===== config.mk =====
export PLATFORM = sky130hd
export DESIGN_NAME = xadc_avg_core
export DESIGN_NICKNAME = d
export VERILOG_FILES = /design/src/rtl/xadc_avg_core.sv
export SDC_FILE = /design/constraint.sdc
export NUM_CORES = 1
export LEC_CHECK = 0
export BUFFER_PORTS_ARGS = -buffer_cell sky130_fd_sc_hd__buf_2
export CAP_MARGIN = 5
export CORE_MARGIN = 2
export CORE_UTILIZATION = 30
export DETAILED_ROUTE_END_ITERATION = 7
export GPL_TIMING_DRIVEN = 1
export PLACE_DENSITY = 0.47
export SYNTH_ARGS = -nofsm -noshare
export SYNTH_HDL_FRONTEND = slang
export SYNTH_SLANG_ARGS = --single-unit

===== constraint.sdc =====
create_clock -name clk -period 4.9 [get_ports clk]
set_input_delay 0 -clock clk [delete_from_list [all_inputs] [get_ports clk]]
set_output_delay 0 -clock clk [all_outputs]
set_load 0.03 [all_outputs]

===== src/rtl/xadc_avg_core.sv =====
// rtl/xadc_avg_core.sv - XADC DRP sequencer with per-channel raw/averaged results and alarms
module xadc_avg_core #(
    parameter int                  NUM_CH   = 6,
    parameter int                  AVG_LOG2 = 2,
    parameter logic [5*NUM_CH-1:0] CH_MAP   = {5'h01, 5'h00, 5'h1B, 5'h12, 5'h1A, 5'h13},
    parameter int                  TIMEOUT  = 255
) (
    input  logic        clk,
    input  logic        reset_n,
    input  logic        cs,
    input  logic        read,
    input  logic        write,
    input  logic [4:0]  addr,
    input  logic [31:0] wr_data,
    output logic [31:0] rd_data,
    input  logic        eoc_in,
    input  logic [4:0]  channel_in,
    output logic [6:0]  daddr_out,
    output logic        den_out,
    input  logic        drdy_in,
    input  logic [15:0] do_in
);
    localparam int AW = 16 + AVG_LOG2;
    localparam int CW = (AVG_LOG2 > 0) ? AVG_LOG2 : 1;
    localparam int TW = $clog2(TIMEOUT + 1);
    localparam logic [CW-1:0] CFULL = CW'((1 << AVG_LOG2) - 1);
    localparam logic [TW-1:0] TMAX  = TW'(TIMEOUT - 1);
    localparam logic [3:0]    NCH   = 4'(NUM_CH);

    typedef enum logic [1:0] {S_IDLE, S_WAIT, S_UPDATE} state_t;

    state_t        state_q, state_d;
    logic [2:0]    idx_q, idx_d;
    logic [15:0]   data_q;
    logic          den_q, den_d;
    logic [6:0]    daddr_q, daddr_d;
    logic [TW-1:0] tmr_q, tmr_d;
    logic          tmo_q, tmo_d;
    logic [7:0]    alarm_q, alarm_d;

    // Arrays are sized for the maximum channel count; entries >= NUM_CH stay idle
    logic [15:0]   raw_q [8];
    logic [15:0]   avg_q [8];
    logic [AW-1:0] acc_q [8];
    logic [CW-1:0] cnt_q [8];
    logic [15:0]   thr_q [8];

    logic          hit, capture, tmo_set, upd, full;
    logic [2:0]    hit_idx;
    logic [AW-1:0] sum;
    logic          wr_en, alarm_wr, tmo_wr, thr_wr, rd_ok;
    logic          unused_ok;

    assign unused_ok = ^{read, wr_data[31:16]};
    assign den_out   = den_q;
    assign daddr_out = daddr_q;

    assign wr_en    = cs & write;
    assign rd_ok    = ({1'b0, addr[2:0]} < NCH);
    assign alarm_wr = wr_en && (addr == 5'd16);
    assign tmo_wr   = wr_en && (addr == 5'd17);
    assign thr_wr   = wr_en && (addr[4:3] == 2'b11) && rd_ok;

    // Descending scan so the lowest matching slice is the one left in hit_idx
    always_comb begin
        hit     = 1'b0;
        hit_idx = 3'd0;
        for (int i = NUM_CH - 1; i >= 0; i--) begin
            if (CH_MAP[5*i +: 5] == channel_in) begin
                hit     = 1'b1;
                hit_idx = 3'(i);
            end
        end
    end

    always_comb begin
        state_d = state_q;
        idx_d   = idx_q;
        den_d   = 1'b0;
        daddr_d = daddr_q;
        tmr_d   = tmr_q;
        tmo_set = 1'b0;
        capture = 1'b0;
        case (state_q)
            S_IDLE: begin
                if (eoc_in && hit) begin
                    idx_d   = hit_idx;
                    den_d   = 1'b1;
                    daddr_d = {2'b00, channel_in};
                    tmr_d   = '0;
                    state_d = S_WAIT;
                end
            end
            S_WAIT: begin
                if (drdy_in) begin
                    capture = 1'b1;
                    state_d = S_UPDATE;
                end else if (tmr_q == TMAX) begin
                    tmo_set = 1'b1;
                    state_d = S_IDLE;
                end else begin
                    tmr_d = tmr_q + TW'(1);
                end
            end
            S_UPDATE: state_d = S_IDLE;
            default:  state_d = S_IDLE;
        endcase
    end

    assign upd  = (state_q == S_UPDATE);
    assign sum  = acc_q[idx_q] + AW'(data_q);
    assign full = (cnt_q[idx_q] == CFULL);

    // Clear is applied first so a same-cycle set survives
    always_comb begin
        alarm_d = alarm_q & ~(alarm_wr ? wr_data[7:0] : 8'h00);
        if (upd && (data_q > thr_q[idx_q]))
            alarm_d = alarm_d | (8'h01 << idx_q);
        tmo_d = (tmo_q & ~(tmo_wr & wr_data[0])) | tmo_set;
    end

    always_ff @(posedge clk) begin
        if (!reset_n) begin
            state_q <= S_IDLE;
            idx_q   <= 3'd0;
            data_q  <= 16'h0;
            den_q   <= 1'b0;
            daddr_q <= 7'h0;
            tmr_q   <= '0;
            tmo_q   <= 1'b0;
            alarm_q <= 8'h0;
            for (int i = 0; i < 8; i++) begin
                raw_q[i] <= 16'h0;
                avg_q[i] <= 16'h0;
                acc_q[i] <= '0;
                cnt_q[i] <= '0;
                thr_q[i] <= 16'hFFFF;
            end
        end else begin
            state_q <= state_d;
            idx_q   <= idx_d;
            den_q   <= den_d;
            daddr_q <= daddr_d;
            tmr_q   <= tmr_d;
            tmo_q   <= tmo_d;
            alarm_q <= alarm_d;
            if (capture)
                data_q <= do_in;
            if (thr_wr)
                thr_q[addr[2:0]] <= wr_data[15:0];
            if (upd) begin
                raw_q[idx_q] <= data_q;
                if (full) begin
                    avg_q[idx_q] <= 16'(sum >> AVG_LOG2);
                    acc_q[idx_q] <= '0;
                    cnt_q[idx_q] <= '0;
                end else begin
                    acc_q[idx_q] <= sum;
                    cnt_q[idx_q] <= cnt_q[idx_q] + CW'(1);
                end
            end
        end
    end

    always_comb begin
        rd_data = 32'h0;
        case (addr[4:3])
            2'b00: if (rd_ok) rd_data = {16'h0, avg_q[addr[2:0]]};
            2'b01: if (rd_ok) rd_data = {16'h0, raw_q[addr[2:0]]};
            2'b10: begin
                if (addr[2:0] == 3'd0) rd_data = {24'h0, alarm_q};
                if (addr[2:0] == 3'd1) rd_data = {31'h0, tmo_q};
            end
            default: if (rd_ok) rd_data = {16'h0, thr_q[addr[2:0]]};
        endcase
    end
endmodule


==> summary.md, run 1 <==
| Metric | Value |
|---|---|
| Synth Area in Simple Gates | between 10% and 20% |
| Final Cycle Share | 85.12% |
| Synth area leaders | edfxtp_1 (58%), mux4_2 (9.0%), nor2_1 (4.7%) |
| Ys flop type | edfxtp_1 |
| Adder-cell area share of the yosys netlist | 1.832% |
| Unique masters post-synth | 74 |
| IO Pins | 105 |
| CP Buf/Inv Count | 1 |
| Filler cells | about 8,000 |
| Period minus WS final | between 4 and 5 ns |
| Core ar. | 82,240 um^2 |
| PortBufs | 69 |
| Leak | between 10 and 15 nW |
| H-tree depth | 2 |
| Delay-heaviest family, CP | multiplexers |
| Top-area cell type share of the netlist area | between 50 and 60% |
| Worst slew pin tran | around 1.2 ns |
| Final hold vios | 0 |
| Final WS setup | roughly 0.73 ns |
| Die Ht | just under 300 um |
| Xor and xnor fraction of the mapped netlist area | 0.6657% |
| Synth area leader | edfxtp_1 |
| Worst setup SP type | flip-flop |
| Nets@finish | 2,174 |
| R2R Path End | acc_q[1][16]$_SDFFCE_PN0P_ |
| Post-DP HPWL | between 50 and 60 mm |
| Clk_skew | approximately 0.017 ns |
| P_sw | ~2.4 mW |
| CP endpoint kind | flip-flop |
| Largest family of logic cells by synthesized area | simple AND/OR/NAND/NOR gates |
| Grt ovf | 0 |
| Number of inserted diodes | 0 |
| Number of clock sinks | approximately 530 |
| Share of cells above drive strength 1 | about a fifth |
| CTS tree | done |
| Max transition margin | about 18% |
| Fin Setup TNS | 0 ns |
| Synthesized flop and latch total | 527 |
| Finished Core Util | a little over a third |
| Syn avg cell area | 13.05 um^2 |
| Gate power share | between 8 and 9% |
| Min-Delay Path Class | primary input to flip-flop |
| Synth Area in Compound Gates | under 10% |
| Ys Warns | 0 |
| Via density | 5.224 |
| DR iter-0 viols | ~1,400 |
| R2R cell count | 9 |
| GR Util met2 | a little under a third |
| Reg power frac | between 40% and 50% |
| Die W | 292.7 um |
| Clock share of power | between 40% and 50% |
| Wire per inst | roughly 25 um |
| Fin area | ~30,000 um^2 |
| FFs w/ async S/R, synth | 0% |
| Sequential-to-total area share from yosys stat | 61.42% |
| Rows | 105 |
| Gr usage total | between 10% and 20% |
| Max VDD drop | around 0.21 mV |
| Largest net degree at the start of global routing | 60 |
| F_max | between 0.2 and 0.25 GHz |
| Post-Syn Area | around 25,000 um^2 |
| Max Slew Vio Count | 0 |
| Hold Path Depth | 6 |
| Switching Fraction | between 20% and 30% |
| R2R Setup Slk | ~0.73 ns |
| Number of buffers created by CTS | 58 |
| Max incr delay on CP | 0.62 ns |
| Die area | 85,660 um^2 |
| Placer Congestion | 0.8207 |
| DRC viols | 0 |
| CP arrival | between 4 and 5 ns |
| Multi-input gate area | 9116 um^2 |
| Vias in the first global route | between 15,000 and 20,000 |
| Cell Pwr Density | 352.4 nW/um^2 |
| GRT met3 Usage | ~2.7% |
| Pre-CTS setup slack | around 0.69 ns |
| EDFF count, synth | 480 |
| Final cell count without fillers | 3,184 |
| Syn Inst Count | around 1,900 |
| Vias | ~17,000 |
| Sequential cell area | roughly 15,000 um^2 |
| RSZ-0062 raised after global routing | false |
| WS Path Type | flip-flop to flip-flop |
| Cell-internal power | approximately 7.9 mW |
| Initial antenna violation count | 3 |
| Met1 GRT Util | 24.75% |
| Crit path cell chain | buf_4 -> mux4_2 -> mux2_2 -> ha_1 -> nand4_1 -> or3_1 -> a21o_1 -> a211oi_4 -> nor2_1 |
| Post-synthesis mux area share | between 10% and 20% |
| Clock Path Buffers | 3 |
| Routed wire length | about 80 mm |
| Placed Cells | between 3,000 and 4,000 |
| Routed Antenna Nets | 0 |
| Area Growth Syn to Fin | 16.88% |
| CTS resizes | 0 |
| Pwr Total | about 10 mW |
| Initial Utilization | 30.40% |
| Worst-Skew Late Latency | 0.63 ns |
| Fin Hold WS | about 0.039 ns |
| Max Cap Violations | 0 |
| First-pass GRT wire length | roughly 120 mm |
| Critical Path RT | 5.24 ns |
| Hold_sp | eoc_in |
| CTS root buf | clkbuf_16 |
| Busiest grt layer | met2 |
| Clk slew on worst S/H paths | ~0.060 ns |
| Drt first pass iters | 5 |
| Status | finished, final reports clean |
| Slowest-stage cell, CP | a211oi_4 |
| Crit Path Max Fanout | 21 |
| Final setup fails | 0 |
| DP Area | 26,970 um^2 |
-- routing by layer --
layer	wire [um]	part of all wire (%)	up-vias
li1	-	-	7379
met1	34250	43	8580
met2	38610	48	525
met3	4301	5.4	149
met4	2918	3.6	0
met5	0	0	-
-- repair_timing --
item                                   4_1_cts  5_1_grt
hold buffers                                40        0
endpoints found under the hold margin      136        0
buffers inserted                             0        0
-- final cells by class --
type | count | share of cell area [%]
sequential | 527 | 52.58
timing repair buffer | 205 | 5.156
clock buffer | 77 | 5.387
tap | 1070 | 4.582
clock inverter | 24 | 0.9292
inverter | 13 | 0.1670
multi-input combinational | 1268 | 31.20
-- power groups by stage --
stage	Combinational [mW]	Sequential [mW]	Clock, mW
2_1_floorplan	0.501	5.19	0
3_3_place_gp	0.821	5.21	0
3_5_place_dp	0.826	5.22	0
4_1_cts	0.854	5.13	4.43
5_1_grt	0.902	5.14	4.58
6_report	0.847	5.13	4.33
-- Yosys cell counts (5+ instances only) --
| master | instances |
|---|---|
| nand3_1 | 25 |
| buf_1 | 7 |
| buf_2 | 24 |
| o211ai_1 | 7 |
| buf_4 | 20 |
| o221ai_1 | 5 |
| edfxtp_1 | 480 |
| a221oi_1 | 8 |
| clkbuf_1 | 102 |
| a21oi_1 | 89 |
| mux2i_1 | 59 |
| nor2_2 | 8 |
| a21o_1 | 7 |
| nor2_1 | 315 |
| a22o_1 | 7 |
| and3_1 | 95 |
| nand4_1 | 8 |
| mux2_2 | 30 |
| nor2b_1 | 10 |
| o21ai_0 | 27 |
| nor3_1 | 17 |
| o22ai_1 | 14 |
| dfxtp_1 | 47 |
| nand2b_1 | 113 |
| o31ai_1 | 7 |
| xor2_1 | 10 |
| mux4_2 | 100 |
| o21ai_1 | 8 |
| inv_1 | 11 |
| nand2_1 | 112 |
| or3_1 | 5 |
| a31oi_1 | 6 |
| a211oi_1 | 5 |
| a22oi_1 | 19 |
| xnor2_1 | 9 |
| ha_1 | 35 |
| and2_1 | 8 |
-- registers in the layout, indices dropped and copies added (netlist names), named ones only --
signal / cells
cnt_q: 16
thr_q: 128
acc_q: 144
avg_q: 96
state_q: 2
raw_q: 96
den_out: 1
daddr_out: 5
idx_q: 3
data_q: 16
tmr_q: 8
tmo_q: 1
alarm_q: 8
-- worst max-delay path by stage --
stage / start / endpoint / cells after the start
3_5_place_dp: flip-flop / acc_q[4][16]$_SDFFCE_PN0P_ / 9
4_1_cts: flip-flop / acc_q[1][16]$_SDFFCE_PN0P_ / 9
5_1_grt: flip-flop / acc_q[1][16]$_SDFFCE_PN0P_ / 9
3_3_place_gp: flip-flop / acc_q[1][16]$_SDFFCE_PN0P_ / 9
6_report: flip-flop / acc_q[1][16]$_SDFFCE_PN0P_ / 9
2_1_floorplan: flip-flop / acc_q[0][14]$_SDFFCE_PN0P_ / 13
-- worst min-delay path: cells and delay by family --
| family | cells | cell delay [ns] |
|---|---|---|
| compound gates | 2 | 0.24 |
| buf+inv | 1 | 0.10 |
| simple gates | 3 | 0.27 |
-- logic make-up (layout without fill, tap and decap cells) --
| family | after synthesis | after routing |
|---|---|---|
| AOI/OAI and AO/OA | 238 | 238 |
| xor gates and xnor gates | 19 | 19 |
| adders and majority gates | 36 | 36 |
| buffers and inverters | 168 | 319 |
| DFF | 527 | 527 |
| muxes | 191 | 191 |
| other | 2 | 50 |
| and+or+nand+nor | 734 | 734 |
-- placed cells by master (no fill, tap or decap), types with 7 or more instances in the layout --
master         Yosys  final
conb_1             2     50
o21ai_0           27     27
clkbuf_1         102     15
o31ai_1            7      7
nor2_2             8     11
a21oi_1           89     89
clkinv_2           0      7
edfxtp_1         480    480
mux4_2           100    100
and3_1            95     95
o21ai_1            8      8
mux2i_1           59     59
xnor2_1            9      9
mux2_2            30     30
nor3_1            17     15
o211ai_1           7      7
buf_2             24     68
o22ai_1           14     14
and2_1             8      8
dfxtp_1           47     44
clkbuf_16          0     59
clkinv_1           1      8
xor2_1            10     10
nand3_1           25     25
a22oi_1           19     19
a21o_1             7      7
dlygate4sd3_1      0     40
buf_4             20     94
nand4_1            8      8
a221oi_1           8      8
nor2_1           315    312
nand2_2            1      7
nand2_1          112    106
ha_1              35     35
nand2b_1         113    113
a22o_1             7      7
inv_1             11     10
No activity file was read; power rests on OpenSTA's default activity.
==> inputs of run 2 (changes only) <==
--- a/config.mk
+++ b/config.mk
@@ -11,6 +11,7 @@
 export CORE_UTILIZATION = 30
 export DETAILED_ROUTE_END_ITERATION = 7
 export GPL_TIMING_DRIVEN = 1
+export HOLD_SLACK_MARGIN = 0.1
 export PLACE_DENSITY = 0.47
 export SYNTH_ARGS = -nofsm -noshare
 export SYNTH_HDL_FRONTEND = slang
==> constraint.sdc (replaced) <==
create_clock -name clk -period 4.7 [get_ports clk]
set_input_delay 0 -clock clk [delete_from_list [all_inputs] [get_ports clk]]
set_output_delay 0 -clock clk [all_outputs]
set_load 0.03 [all_outputs]
==> summary.md, run 2 (synthesis gave the netlist of run 1 again) <==
| Metric | Value |
|---|---|
| Clock Path Buffers | 3 (unchanged) |
| DR iter-0 viols | 1,383 (+1.2%) |
| Worst slew pin tran | 1.142 ns (-0.08889 ns) |
| Nets@finish | 2,189 (+0.69%) |
| Share of cells above drive strength 1 | 19.55% (-0.36 points) |
| GRT met3 Usage | 3.035% (+0.30 points) |
| Met1 GRT Util | 24.81% (+0.064 points) |
| CP arrival | 4.47 ns (-0.05 ns) |
| Hold Path Depth | 4 (-2) |
| Filler cells | 7,999 (+0.16%) |
| CTS tree | done |
| Area Growth Syn to Fin | 17.12% |
| Final Cycle Share | 87.56% (+2.4 points) |
| Routed wire length | 79.32 mm (-0.95%) |
| Largest net degree at the start of global routing | 55 (-8.3%) |
| Post-CTS Setup Inserts | 0 (unchanged) |
| CTS root buf | clkbuf_16 |
| Vias in the first global route | 16,780 (-1.6%) |
| Initial Utilization | 30.40% (unchanged) |
| Routed Antenna Nets | 0 (unchanged) |
| Critical Path RT | 5.05 ns (-0.19 ns) |
| CTS resizes | 0 (unchanged) |
| DRC viols | 0 (unchanged) |
| Die area | 85,660 um^2 (unchanged) |
| Initial antenna violation count | 2 (-1) |
| Crit Path Max Fanout | 21 (unchanged) |
| Max FFs per register | 144 (unchanged) |
| Number of buffers created by CTS | 58 (unchanged) |
| Clk_skew | 0.03905 ns (+0.02226 ns) |
| RSZ-0062 raised after global routing | false |
| Most flop-heavy register | acc_q |
| Min-Delay Path Class | primary input to flip-flop |
| Grt ovf | 0 (unchanged) |
| Final WS setup | 0.5845 ns (-0.1446 ns) |
| Worst setup SP type | flip-flop |
| First-pass GRT wire length | 116.0 mm (-0.38%) |
| R2R cell count | 11 (+2) |
| Biggest regs | acc_q (144), thr_q (128) |
| Number of clock sinks | 527 (unchanged) |
| Max transition margin | 23.86% (+5.9 points) |
| Critical Path Stages | 11 (+2) |
| Fin area | 29,280 um^2 (+0.21%) |
| Drt first pass iters | 5 (unchanged) |
| Fin Setup TNS | 0 ns (unchanged) |
| CP Buf/Inv Count | 2 (+1) |
| Die Ht | 292.7 um (unchanged) |
| Rows | 105 (unchanged) |
| Max incr delay on CP | 0.57 ns (-0.05 ns) |
| Status | finished, final reports clean |
| DP Area | 26,940 um^2 (-0.12%) |
| Slowest-stage cell, CP | mux4_2 |
| Die W | 292.7 um (unchanged) |
| Hold_buf cts | 56 (+40%) |
| PortBufs | 69 (unchanged) |
| GR Util met2 | 30.01% (-0.85 points) |
| Max Cap Violations | 0 (unchanged) |
| Crit path cell chain | buf_4 -> mux4_2 -> mux2_2 -> ha_1 -> a21oi_1 -> nand2_1 -> a21oi_1 -> o21ai_2 -> a211oi_4 -> buf_4 -> nor2_2 |
| Busiest grt layer | met2 |
| Delay-heaviest family, CP | compound AO/OA/AOI/OAI gates |
| F_max | 0.2430 GHz (+1.3%) |
| Leak | 10.43 nW (-0.11%) |
| Clk slew on worst S/H paths | 0.06 ns (about the same) |
| CP endpoint kind | flip-flop |
| Core ar. | 82,240 um^2 (unchanged) |
| Most common cell after layout, fill and taps aside | edfxtp_1 |
| Cell Pwr Density | 361.7 nW/um^2 (+2.6%) |
| Placer Congestion | 0.7935 (-3.3%) |
| Multi-input gate area | 9116 um^2 (unchanged) |
| Max Slew Vio Count | 0 (unchanged) |
| Period minus WS final | 4.115 ns (-0.05542 ns) |
| Wire per inst | 24.76 um (-1.6%) |
| Finished Core Util | 35.60% (+0.073 points) |
| Max VDD drop | 0.2732 mV (+28%) |
| Most frequent cells in the layout | edfxtp_1 (480), nor2_1 (312), nand2b_1 (113), nand2_1 (106), mux4_2 (100) |
| Final hold vios | 0 (unchanged) |
| Final setup fails | 0 (unchanged) |
| Pre-CTS setup slack | 0.5850 ns (-0.1039 ns) |
| IO Pins | 105 (unchanged) |
| Gr usage total | 18.50% (-0.11 points) |
| Worst-Skew Late Latency | 0.64 ns (about the same) |
| H-tree depth | 2 (unchanged) |
| Via density | 5.162 (-1.2%) |
| Sequential cell area | 15,360 um^2 (unchanged) |
| Vias | 16,540 (-0.56%) |
| WS Path Type | flip-flop to flip-flop |
| Post-DP HPWL | 51.17 mm (-2.0%) |
-- run 2: changes by cell type in the layout (fill, tap and decap cells not counted), sizes merged --
cell	delta
inv	+1
dlygate4sd3	+16
diode	+1
buf	-1
clkinv	+9
clkinvlp	-1
bufinv	-1
clkbuf	-4
-- run 2: through the flow --
| step | hold WS, ns | std cells | power [mW] |
|---|---|---|---|
| 6_report | 0.1543 | 3204 | 10.59 |
| 5_1_grt | 0.1806 | 3203 | 10.96 |
| 4_1_cts | 0.1057 | 3203 | 10.70 |
| 3_5_place_dp | 0.2521 | 3042 | 6.298 |
| 3_3_place_gp | 0.2529 | 3042 | 6.286 |
| 2_1_floorplan | 0.1360 | 1963 | 5.937 |
-- run 2: layout make-up --
| class | instances | share of cell area, % |
|---|---|---|
| well taps | 1070 | 4.572 |
| clock inverters | 32 | 0.9145 |
| diodes | 1 | 0.008547 |
| repair buffers | 220 | 5.581 |
| clock buffers | 73 | 5.149 |
| flip-flops and latches | 527 | 52.47 |
| multi-input cells | 1268 | 31.14 |
| inverters | 13 | 0.1667 |
-- run 2: tightest hold or removal path: stages --
cell	delay, ns
buf_2	0.09
nor4b_1	0.15
o21ai_0	0.38
nor2_1	0.08
-- run 2: path summary, 6_finish.rpt --
path                              start                    endpoint  slack (ns)
hold reg to reg   alarm_q[1]$_SDFF_PN0_       alarm_q[1]$_SDFF_PN0_        0.47
hold / removal                   eoc_in          den_out$_SDFF_PN0_        0.15
setup / recovery              flip-flop  avg_q[3][15]$_SDFFCE_PN0P_        0.58
setup reg to reg              flip-flop  avg_q[3][15]$_SDFFCE_PN0P_        0.58
-- run 2: power by group --
group / switching (mW) / leakage [nW] / internal [mW]
clock: 1.89 / 0.866 / 2.48
combinational: 0.576 / 4.26 / 0.307
sequential: 0.0633 / 5.30 / 5.28
total: 2.53 / 10.4 / 8.06
-- run 2: layer usage --
layer | share of wire, % | wire (um)
met1 | 43 | 34120
met2 | 47 | 37550
met3 | 5.8 | 4621
met4 | 3.8 | 3035
met5 | 0 | 0
==> inputs of run 3 (changes only) <==
--- a/config.mk
+++ b/config.mk
@@ -8,11 +8,12 @@
 export BUFFER_PORTS_ARGS = -buffer_cell sky130_fd_sc_hd__buf_2
 export CAP_MARGIN = 5
 export CORE_MARGIN = 2
-export CORE_UTILIZATION = 30
+export CORE_UTILIZATION = 45
 export DETAILED_ROUTE_END_ITERATION = 7
 export GPL_TIMING_DRIVEN = 1
 export HOLD_SLACK_MARGIN = 0.1
-export PLACE_DENSITY = 0.47
+export PLACE_DENSITY = 0.63
+export SLEW_MARGIN = 20
 export SYNTH_ARGS = -nofsm -noshare
 export SYNTH_HDL_FRONTEND = slang
 export SYNTH_SLANG_ARGS = --single-unit
==> summary.md, run 3 (synthesis gave the netlist of run 1 again) <==
| Metric | Value |
|---|---|
| Status | finished, final reports clean |
| Clk_skew | 0.02570 ns (-0.01335 ns) |
| Rows | 86 (-18%) |
| Crit path cell chain | buf_12 -> mux4_2 -> mux2_2 -> ha_1 -> and3_1 -> a221oi_2 -> nor3_1 -> or3_1 -> nand2_1 -> nor3_1 |
| Max transition margin | 25.07% (+1.2 points) |
| Post-CTS Setup Inserts | 0 (unchanged) |
| Critical Path RT | 5.03 ns (-0.02 ns) |
| DR iter-0 viols | 2,079 (+50%) |
| CTS tree | done |
| CP endpoint kind | flip-flop |
| Via density | 5.849 (+13%) |
| Slowest-stage cell, CP | mux4_2 |
| CTS root buf | clkbuf_16 |
| R2R Path End | acc_q[4][12]$_SDFFCE_PN0P_ |
| Largest net degree at the start of global routing | 47 (-15%) |
| Max incr delay on CP | 0.55 ns (-0.02 ns) |
| Multi-input gate area | 9124 um^2 (about the same) |
| Vias | 16,770 (+1.4%) |
| Placer Congestion | 0.9013 (+14%) |
| DP Area | 26,490 um^2 (-1.7%) |
| Number of clock sinks | 527 (unchanged) |
| Nets@finish | 2,174 (-0.69%) |
| Hold_sp | addr[0] |
| Share of cells above drive strength 1 | 18.84% (-0.71 points) |
| Worst-Skew Late Latency | 0.62 ns (-0.02 ns) |
| Most frequent cells in the layout | edfxtp_1 (480), nor2_1 (313), nand2b_1 (112), nand2_1 (104), mux4_2 (100) |
| CTS resizes | 0 (unchanged) |
| Grt ovf | 0 (unchanged) |
| Gr usage total | 25.40% (+6.9 points) |
| Max Cap Violations | 0 (unchanged) |
| First-pass GRT wire length | 106.5 mm (-8.2%) |
| Final Cycle Share | 85.94% (-1.6 points) |
| Die Ht | 239.7 um (-18%) |
| Final hold vios | 0 (unchanged) |
| Most flop-heavy register | acc_q |
| H-tree depth | 2 (unchanged) |
| Cell Pwr Density | 356.5 nW/um^2 (-1.4%) |
| Fin area | 28,710 um^2 (-1.9%) |
| WS Path Type | flip-flop to flip-flop |
| Wire per inst | 25.13 um (+1.5%) |
| Routed Antenna Nets | 0 (unchanged) |
| Post-DP HPWL | 45.52 mm (-11%) |
| Biggest regs | acc_q (144), thr_q (128) |
| Area Growth Syn to Fin | 14.84% |
| Vias in the first global route | 16,770 (-0.042%) |
| Die area | 57,450 um^2 (-33%) |
| Clk slew on worst S/H paths | 0.06 ns (about the same) |
| Crit Path Max Fanout | 31 (+48%) |
| Hold Path Depth | 4 (unchanged) |
| Max VDD drop | 0.3951 mV (+45%) |
| Worst slew pin tran | 1.124 ns (-0.01812 ns) |
| Fin Setup TNS | 0 ns (unchanged) |
| Die W | 239.7 um (-18%) |
| Min-Delay Path Class | primary input to flip-flop |
| Max FFs per register | 144 (unchanged) |
| Routed wire length | 72.05 mm (-9.2%) |
| Pwr Total | 10.23 mW (-3.4%) |
| Worst hold path endpoint | tmo_q$_SDFF_PN0_ |
| Period minus WS final | 4.039 ns (-0.07646 ns) |
| Top cell by count, worst path | nor3_1 |
| IO Pins | 105 (unchanged) |
| Sequential cell area | 15,360 um^2 (unchanged) |
| Worst setup SP type | flip-flop |
| DRC viols | 0 (unchanged) |
| Core ar. | 54,990 um^2 (-33%) |
| Initial Utilization | 45.46% (+15 points) |
| Leak | 10.31 nW (-1.1%) |
| CP arrival | 4.37 ns (-0.10 ns) |
| Final setup fails | 0 (unchanged) |
| PortBufs | 69 (unchanged) |
| Filler cells | 4,669 (-42%) |
| Max Slew Vio Count | 0 (unchanged) |
| Clock Path Buffers | 3 (unchanged) |
| Initial antenna violation count | 1 (-1) |
| R2R Setup Slk | 0.66 ns (+0.08 ns) |
| Most common cell after layout, fill and taps aside | edfxtp_1 |
| RSZ-0062 raised after global routing | false |
| R2R cell count | 10 (-1) |
| Number of buffers created by CTS | 54 (-6.9%) |
| F_max | 0.2476 GHz (+1.9%) |
| Drt first pass iters | 5 (unchanged) |
[run 3: cell types whose count changed in the layout (fill, tap and decap cells not counted), sizes merged]
cell / delta
dlygate4sd3: +3
bufinv: -3
clkinvlp: -1
clkinv: -1
clkbuf: -1
inv: +2
buf: -14
[run 3: final cells by class]
| cell class | count | share of cell area, % |
|---|---|---|
| Inverter | 13 | 0.1700 |
| Timing Repair Buffer | 209 | 5.605 |
| Clock inverter | 29 | 0.5753 |
| Antenna cell | 1 | 0.008716 |
| Clock buffer | 72 | 5.086 |
| Tap cell | 748 | 3.260 |
| Multi-Input combinational cell | 1268 | 31.78 |
| Sequential cell | 527 | 53.51 |
[run 3: worst max-delay path: cells and delay by family, from the launching register on]
kind / cells / cell delay (ns)
simple gates: 5 / 1.33
mux: 2 / 0.85
flops: 1 / 0.50
compound gates: 1 / 0.41
fa+ha+maj: 1 / 0.36
buf+inv: 1 / 0.29
[run 3: repair_timing]
action | CTS | global route
setup endpoints to repair | 0 | 0
hold buffers | 59 | 0
hold endpoints to repair | 142 | 0
[run 3: report_power, final]
part           total, mW  internal, mW  switching, mW
combinational      0.855         0.304          0.550
sequential          5.34          5.28         0.0669
clock               4.04          2.23           1.81
[run 3: routing by layer]
| layer | share of wire, % | track usage (%) | vias to the layer above |
|---|---|---|---|
| met3 | 8.0 | 3.826 | 130 |
| li1 | - | - | 7401 |
| met1 | 41 | 35.79 | 8484 |
| met2 | 47 | 40.26 | 753 |
| met4 | 3.1 | 8.883 | 0 |
| met5 | 0 | 0 | - |
[run 3: worst max path at each step]
stage	start	end	slack [ns]	cells past startpoint
CTS	flip-flop	avg_q[1][15]$_SDFFCE_PN0P_	0.62	11
global route	flip-flop	avg_q[4][15]$_SDFFCE_PN0P_	0.42	11
global placement	flip-flop	avg_q[2][15]$_SDFFCE_PN0P_	0.70	11
floorplan	flip-flop	acc_q[0][14]$_SDFFCE_PN0P_	0.50	13
detailed placement	flip-flop	avg_q[1][15]$_SDFFCE_PN0P_	0.70	11
finish	flip-flop	acc_q[4][12]$_SDFFCE_PN0P_	0.66	10
[run 3: stage by stage]
step | util [%] | hold WS [ns] | setup WS (ns) | cells
detailed placement | 48.17 | 0.2555 | 0.6953 | 2706
floorplan | - | 0.1360 | 0.4964 | 1963
global route | 52.21 | 0.2303 | 0.4213 | 2866
CTS | 52.20 | 0.1442 | 0.6182 | 2866
finish | 52.21 | 0.1996 | 0.6610 | 2867
global placement | 48.15 | 0.2515 | 0.6963 | 2706
